--- src/rtl/mp_add_if.sv ---
// Bundle of the request, response and shared-CLA-slice signals of the
// multi-precision add/subtract controller. The slave side is the controller;
// the master side is whatever drives requests, consumes results and hosts
// the shared 8-bit slice.
interface mp_add_if #(
    parameter int WORDS = 4
);
    localparam int W = 8 * WORDS;

    logic          req_valid;
    logic          req_ready;
    logic [1:0]    req_op;
    logic          req_cin;
    logic [W-1:0]  req_a;
    logic [W-1:0]  req_b;

    logic [7:0]    cla_a;
    logic [7:0]    cla_b;
    logic          cla_cin;
    logic [7:0]    cla_sum;
    logic          cla_cout;

    logic          rsp_valid;
    logic          rsp_ready;
    logic [W-1:0]  rsp_result;
    logic          rsp_carry;
    logic          rsp_ovf;
    logic          rsp_zero;

    logic          busy;

    modport slave (
        input  req_valid, req_op, req_cin, req_a, req_b,
        output req_ready,
        output cla_a, cla_b, cla_cin,
        input  cla_sum, cla_cout,
        output rsp_valid, rsp_result, rsp_carry, rsp_ovf, rsp_zero,
        input  rsp_ready,
        output busy
    );

    modport master (
        output req_valid, req_op, req_cin, req_a, req_b,
        input  req_ready,
        input  cla_a, cla_b, cla_cin,
        output cla_sum, cla_cout,
        input  rsp_valid, rsp_result, rsp_carry, rsp_ovf, rsp_zero,
        output rsp_ready,
        input  busy
    );
endinterface

--- src/rtl/mp_add_sequencer.sv ---
// Multi-precision add/subtract sequencer. Time-shares one external 8-bit
// carry-lookahead slice: operands are latched, fed through the slice one
// byte per cycle (LSB first) with the carry chained through a register,
// and the assembled result plus carry/overflow/zero flags are held until
// the consumer takes them.
module mp_add_sequencer #(
    parameter int WORDS = 4
) (
    input  logic   clk,
    input  logic   rst_n,
    mp_add_if.slave bus
);
    localparam int W     = 8 * WORDS;
    localparam int IDX_W = $clog2(WORDS);
    localparam logic [IDX_W-1:0] LAST_IDX = IDX_W'(WORDS - 1);

    typedef enum logic [1:0] {
        IDLE = 2'd0,
        RUN  = 2'd1,
        DONE = 2'd2
    } state_t;

    state_t             state_q, state_d;
    logic [IDX_W-1:0]   idx_q, idx_d;
    logic               carry_q, carry_d;
    logic [W-1:0]       a_q, a_d;
    logic [W-1:0]       b_q, b_d;
    logic [W-1:0]       result_q, result_d;
    logic               rcarry_q, rcarry_d;
    logic               ovf_q, ovf_d;
    logic               zero_q, zero_d;

    // State register and datapath flops; reset clears everything at once.
    always_ff @(posedge clk or negedge rst_n) begin
        if (!rst_n) begin
            state_q  <= IDLE;
            idx_q    <= '0;
            carry_q  <= 1'b0;
            a_q      <= '0;
            b_q      <= '0;
            result_q <= '0;
            rcarry_q <= 1'b0;
            ovf_q    <= 1'b0;
            zero_q   <= 1'b0;
        end else begin
            state_q  <= state_d;
            idx_q    <= idx_d;
            carry_q  <= carry_d;
            a_q      <= a_d;
            b_q      <= b_d;
            result_q <= result_d;
            rcarry_q <= rcarry_d;
            ovf_q    <= ovf_d;
            zero_q   <= zero_d;
        end
    end

    // Next-state logic: accept, step one byte per cycle, then hold the result.
    // The carry register is preloaded with the operation's initial carry at
    // acceptance, so in RUN the slice carry-in is always the carry register.
    always_comb begin
        state_d  = state_q;
        idx_d    = idx_q;
        carry_d  = carry_q;
        a_d      = a_q;
        b_d      = b_q;
        result_d = result_q;
        rcarry_d = rcarry_q;
        ovf_d    = ovf_q;
        zero_d   = zero_q;

        case (state_q)
            IDLE: begin
                if (bus.req_valid) begin
                    a_d   = bus.req_a;
                    b_d   = bus.req_op[1] ? ~bus.req_b : bus.req_b;
                    idx_d = '0;
                    case (bus.req_op)
                        2'b00:   carry_d = 1'b0;
                        2'b01:   carry_d = bus.req_cin;
                        2'b10:   carry_d = 1'b1;
                        default: carry_d = bus.req_cin;
                    endcase
                    state_d = RUN;
                end
            end
            RUN: begin
                result_d[{idx_q, 3'b000} +: 8] = bus.cla_sum;
                carry_d = bus.cla_cout;
                if (idx_q == LAST_IDX) begin
                    rcarry_d = bus.cla_cout;
                    ovf_d    = (a_q[W-1] == b_q[W-1]) & (result_d[W-1] != a_q[W-1]);
                    zero_d   = ~|result_d;
                    state_d  = DONE;
                end else begin
                    idx_d = idx_q + 1'b1;
                end
            end
            DONE: begin
                if (bus.rsp_ready) begin
                    state_d = IDLE;
                end
            end
            default: begin
                state_d = IDLE;
            end
        endcase
    end

    // Handshake and status outputs decode straight from the state register.
    assign bus.req_ready = (state_q == IDLE);
    assign bus.rsp_valid = (state_q == DONE);
    assign bus.busy      = (state_q == RUN) || (state_q == DONE);

    // Slice operands are forced to zero whenever the slice is not in use.
    assign bus.cla_a   = (state_q == RUN) ? a_q[{idx_q, 3'b000} +: 8] : 8'h00;
    assign bus.cla_b   = (state_q == RUN) ? b_q[{idx_q, 3'b000} +: 8] : 8'h00;
    assign bus.cla_cin = (state_q == RUN) ? carry_q : 1'b0;

    assign bus.rsp_result = result_q;
    assign bus.rsp_carry  = rcarry_q;
    assign bus.rsp_ovf    = ovf_q;
    assign bus.rsp_zero   = zero_q;
endmodule

--- src/flat_wrapper.sv ---
// flat-port wrapper written by rule: the top's interface ports become plain ports
module mp_add_sequencer_flat 
#(
    parameter int WORDS = 4
)
  (clk, rst_n, bus_req_valid, bus_req_op, bus_req_cin, bus_req_a, bus_req_b, bus_req_ready, bus_cla_a, bus_cla_b, bus_cla_cin, bus_cla_sum, bus_cla_cout, bus_rsp_valid, bus_rsp_result, bus_rsp_carry, bus_rsp_ovf, bus_rsp_zero, bus_rsp_ready, bus_busy);
  mp_add_if #(.WORDS(WORDS)) bus_i ();
  input  logic clk;
  input  logic rst_n;
  input wire logic [$bits(bus_i.req_valid)-1:0] bus_req_valid;
  input wire logic [$bits(bus_i.req_op)-1:0] bus_req_op;
  input wire logic [$bits(bus_i.req_cin)-1:0] bus_req_cin;
  input wire logic [$bits(bus_i.req_a)-1:0] bus_req_a;
  input wire logic [$bits(bus_i.req_b)-1:0] bus_req_b;
  output wire logic [$bits(bus_i.req_ready)-1:0] bus_req_ready;
  output wire logic [$bits(bus_i.cla_a)-1:0] bus_cla_a;
  output wire logic [$bits(bus_i.cla_b)-1:0] bus_cla_b;
  output wire logic [$bits(bus_i.cla_cin)-1:0] bus_cla_cin;
  input wire logic [$bits(bus_i.cla_sum)-1:0] bus_cla_sum;
  input wire logic [$bits(bus_i.cla_cout)-1:0] bus_cla_cout;
  output wire logic [$bits(bus_i.rsp_valid)-1:0] bus_rsp_valid;
  output wire logic [$bits(bus_i.rsp_result)-1:0] bus_rsp_result;
  output wire logic [$bits(bus_i.rsp_carry)-1:0] bus_rsp_carry;
  output wire logic [$bits(bus_i.rsp_ovf)-1:0] bus_rsp_ovf;
  output wire logic [$bits(bus_i.rsp_zero)-1:0] bus_rsp_zero;
  input wire logic [$bits(bus_i.rsp_ready)-1:0] bus_rsp_ready;
  output wire logic [$bits(bus_i.busy)-1:0] bus_busy;
  assign bus_i.req_valid = bus_req_valid;
  assign bus_i.req_op = bus_req_op;
  assign bus_i.req_cin = bus_req_cin;
  assign bus_i.req_a = bus_req_a;
  assign bus_i.req_b = bus_req_b;
  assign bus_req_ready = bus_i.req_ready;
  assign bus_cla_a = bus_i.cla_a;
  assign bus_cla_b = bus_i.cla_b;
  assign bus_cla_cin = bus_i.cla_cin;
  assign bus_i.cla_sum = bus_cla_sum;
  assign bus_i.cla_cout = bus_cla_cout;
  assign bus_rsp_valid = bus_i.rsp_valid;
  assign bus_rsp_result = bus_i.rsp_result;
  assign bus_rsp_carry = bus_i.rsp_carry;
  assign bus_rsp_ovf = bus_i.rsp_ovf;
  assign bus_rsp_zero = bus_i.rsp_zero;
  assign bus_i.rsp_ready = bus_rsp_ready;
  assign bus_busy = bus_i.busy;
  mp_add_sequencer #(.WORDS(WORDS)) u_core (.clk(clk), .rst_n(rst_n), .bus(bus_i));
endmodule
--- config.mk ---
export PLATFORM = sky130hd
export DESIGN_NAME = mp_add_sequencer_flat
export DESIGN_NICKNAME = d
export VERILOG_FILES = /design/src/rtl/mp_add_if.sv /design/src/rtl/mp_add_sequencer.sv /design/src/flat_wrapper.sv
export SDC_FILE = /design/constraint.sdc
export NUM_CORES = 1
export LEC_CHECK = 0
export BUFFER_PORTS_ARGS = -buffer_cell sky130_fd_sc_hd__buf_2
export CORE_MARGIN = 3
export CORE_UTILIZATION = 48
export CTS_CLUSTER_SIZE = 24
export DETAILED_ROUTE_END_ITERATION = 7
export GPL_ROUTABILITY_DRIVEN = 0
export PLACE_DENSITY = 0.75
export SYNTH_ARGS = -nofsm -noshare
export SYNTH_HDL_FRONTEND = slang
export SYNTH_SLANG_ARGS = --single-unit
--- constraint.sdc ---
create_clock -name clk -period 2.2 [get_ports clk]
set_input_delay 0.22 -clock clk [delete_from_list [all_inputs] [get_ports clk]]
set_output_delay 0.22 -clock clk [all_outputs]
set_load 0.02 [all_outputs]
==> impl_metrics.toml <==
[outcome]
status = "finished, final reports clean"

[detailed_routing]
totalWireLength_microns = 12000
drcViolationCount = 0
drt_iter0_markers = 239
first_pass_iters = 4
drtAntennaViolNets = 0
vias_per_cell = 5.54
wl_per_cell_microns = 17.1
vias = 3870

[synth]
synth_cells = 429
yosysSeqAreaShare_pct = 51.2
netlist_area_sq_um = 5090
synth_top_area_cell = "dfrtp_1"
synth_edf_count = 0
synth_top_cells_by_count = "dfrtp_1 (104), nand2_1 (46), o21ai_0 (38)"
synth_fp_nets = 518
synth.avg_cell_area_sq_um = 11.9
synthTopCellsByArea = "dfrtp_1 (51%), mux2_2 (7.3%), mux4_2 (7.1%), xnor2_1 (5.5%), a22o_1 (5.0%)"
yosys_most_used_dff = "dfrtp_1"
netlist.area_leader.share_pct = 51.2
yosysWarnings = 0
yosysMostFrequentCell = "dfrtp_1"
synth_async_sr_flop_share_pct = 100
ys_types = 46
ys_seq_elements = 104

[timing]
fmax_ghz = 0.482
setup_slack_ns = 0.124
finalSetupViolations = 0
tns_ns = 0
layout_min_cycle_time_ns = 2.08
finalClockSkew_ns = 0.0105
max-slew-margin-rel_pct = 65.5
grt_setup_unrepaired = "no"
tightestPinTransition_ns = 0.513
hold_violations = 0
post-route-period-util_pct = 94.4
slew_violations = 0

[power_and_ir_drop]
p_leak_nw = 2.93
cellPowerDensity_nw_per_um2 = 1450
worst_ir_drop_vdd_v = 0.000895
power_mw = 8.92

[critical_path]
path_max_fanout = 31
crit_required_ns = 1.98
worst_setup_path_start_kind = "flip-flop"
arrival_ns = 1.86
endpoint_kind = "primary output"
r2r_end = "u_core.bus.rsp_ovf"
reg2reg_setup_slack_ns = 0.17
r2r-start = "u_core.idx_q[0]"
critical_path_class = "flip-flop to primary output"
reg2regPathDepth = 7

[job]
cap_violations = 0

[layout]
nets = 649
layout-drive-gt1-share_pct = 39.3
syn_to_final_growth_pct = 21.3
diodes = 0
fillCellCount = 829
stdcell_count = 698
final_core_util_pct = 61.4

[grt]
gr-total-overflow = 0
grt_max_degree = 60
grt_pass1_wl_microns = 19400
grt_use_total_pct = 21.1
grt_pass1_vias = 4024
grt_antenna_before_repair = 1

[clocking]
cts_resized = 0
numCtsBuffers = 9
cts_hold_buf = 1
h-tree-depth = 3
postCtsSetupBuffers = 0
clock-sinks = 104
insertion_delay_ns = 0.37
clk_pin_slew_ns = 0.11
clock_path_buffers = 2
cts_tree = "built"
root_buffer = "clkbuf_8"

[worst_hold_path]
worstHoldStart = "bus_req_a[17]"
whs_endpoint = "u_core.a_q[17]"
hold_class = "primary input to flip-flop"
whs_path_depth = 2

[floorplan]
dieWidth_microns = 109
core_sq_um = 10000
pin_count = 135
die_h_microns = 109
dieArea_sq_um = 11900
fp-row-count = 36
start_util_pct = 50.6

[placed_design]
hpwl_microns = 8830
place_ws_ns = 0.205
post-place-cells = 681
port_buffers = 134
==> per-layer routing <==
layer / track usage (%) / wire length, microns / up-vias
li1: - / - / 1803
met1: 26.1 / 4980 / 1889
met2: 35.2 / 5730 / 150
met3: 5.80 / 1000 / 26
met4: 8.39 / 239 / 2
met5: 0 / 13 / -
==> report_power, final <==
group,leakage (nW),total [mW],switching [mW],internal (mW)
registers,1.31,3.27,0.518,2.75
clock network,0.106,1.24,0.693,0.548
logic,1.51,4.41,2.38,2.03
==> worst max path at each step <==
stage / startpoint / end / slack (ns) / cells past startpoint
after floorplan: u_core.idx_q[1] / u_core.bus.rsp_ovf / 0.03 / 9
after global placement: u_core.idx_q[1] / u_core.bus.rsp_ovf / 0.28 / 7
after detailed placement: u_core.idx_q[1] / u_core.bus.rsp_ovf / 0.20 / 7
after CTS: u_core.idx_q[0] / bus_cla_b[7] / 0.1 / 4
after global routing: u_core.idx_q[1] / u_core.bus.rsp_ovf / 0.02 / 7
final: u_core.idx_q[0] / bus_cla_b[6] / 0.12 / 4
==> per-stage QoR <==
| stage | area (sq um) | hold slack, ns |
|---|---|---|
| 2_1_floorplan | 5090 | -0.0756 |
| 5_1_grt | 6170 | 0.0582 |
| 3_3_place_gp | 5950 | 0.151 |
| 6_report | 6170 | 0.0695 |
| 3_5_place_dp | 5950 | 0.164 |
| 4_1_cts | 6170 | 0.0559 |
==> placed cells by master, fill, tap and decap left out, types with 2 or more instances in the layout <==
master       n
buf_12       5
clkinv_4     3
nor2_1       9
mux4_2      16
a21o_1       2
nor3b_1      2
a22o_1      29
buf_2      133
o2111ai_1    2
o21ai_0     38
nor4_1       4
a22oi_1      2
inv_1        7
clkbuf_8     9
dfrtp_1    103
mux2_2      33
and2_1      17
nor3_1       9
or3b_2       2
a21oi_1     12
mux2i_1      3
nand2b_1     2
ha_1         9
xnor2_1     32
buf_4        8
nand3_1      2
inv_6        2
nand2_1     45
nand3b_1     2
==> registers in the layout (all words and copies together) (netlist names) <==
register / cells
u_core.idx_q: 2
u_core.bus.rsp_result: 32
u_core.bus.rsp_zero: 1
u_core.state_q: 2
u_core.bus.rsp_carry: 1
u_core.carry_q: 1
u_core.a_q: 32
u_core.bus.rsp_ovf: 1
u_core.b_q: 32
==> cells by family (layout without fill, tap and decap cells) <==
| kind of cell | after synthesis | count (layout) | share of synthesized area (%) |
|---|---|---|---|
| mux | 52 | 52 | 15.0 |
| simple gates | 105 | 105 | 10.7 |
| compound gates | 93 | 93 | 12.3 |
| flops | 104 | 104 | 51.2 |
| buf+inv | 34 | 170 | 3.15 |
| fa+ha+maj | 9 | 9 | 2.21 |
| xor+xnor | 32 | 32 | 5.51 |
==> cell type report <==
cell class              instances  area (sq um)  share of cell area [%]
clock buffers                   9           124                    2.01
clock inverters                 7          85.1                    1.38
inverters                       7          26.3                   0.426
multi-input cells             291          2330                    37.7
flip-flops and latches        104          2600                    42.2
well taps                     133           166                    2.70
repair buffers                147           836                    13.6
==> worst max-delay path: stages, from the launching register on <==
cell     delay [ns]
dfrtp_2        0.40
buf_12         0.23
mux4_2         0.53
and2_1         0.18
buf_2          0.15
Note: power is estimated with default switching activity, not from simulation.
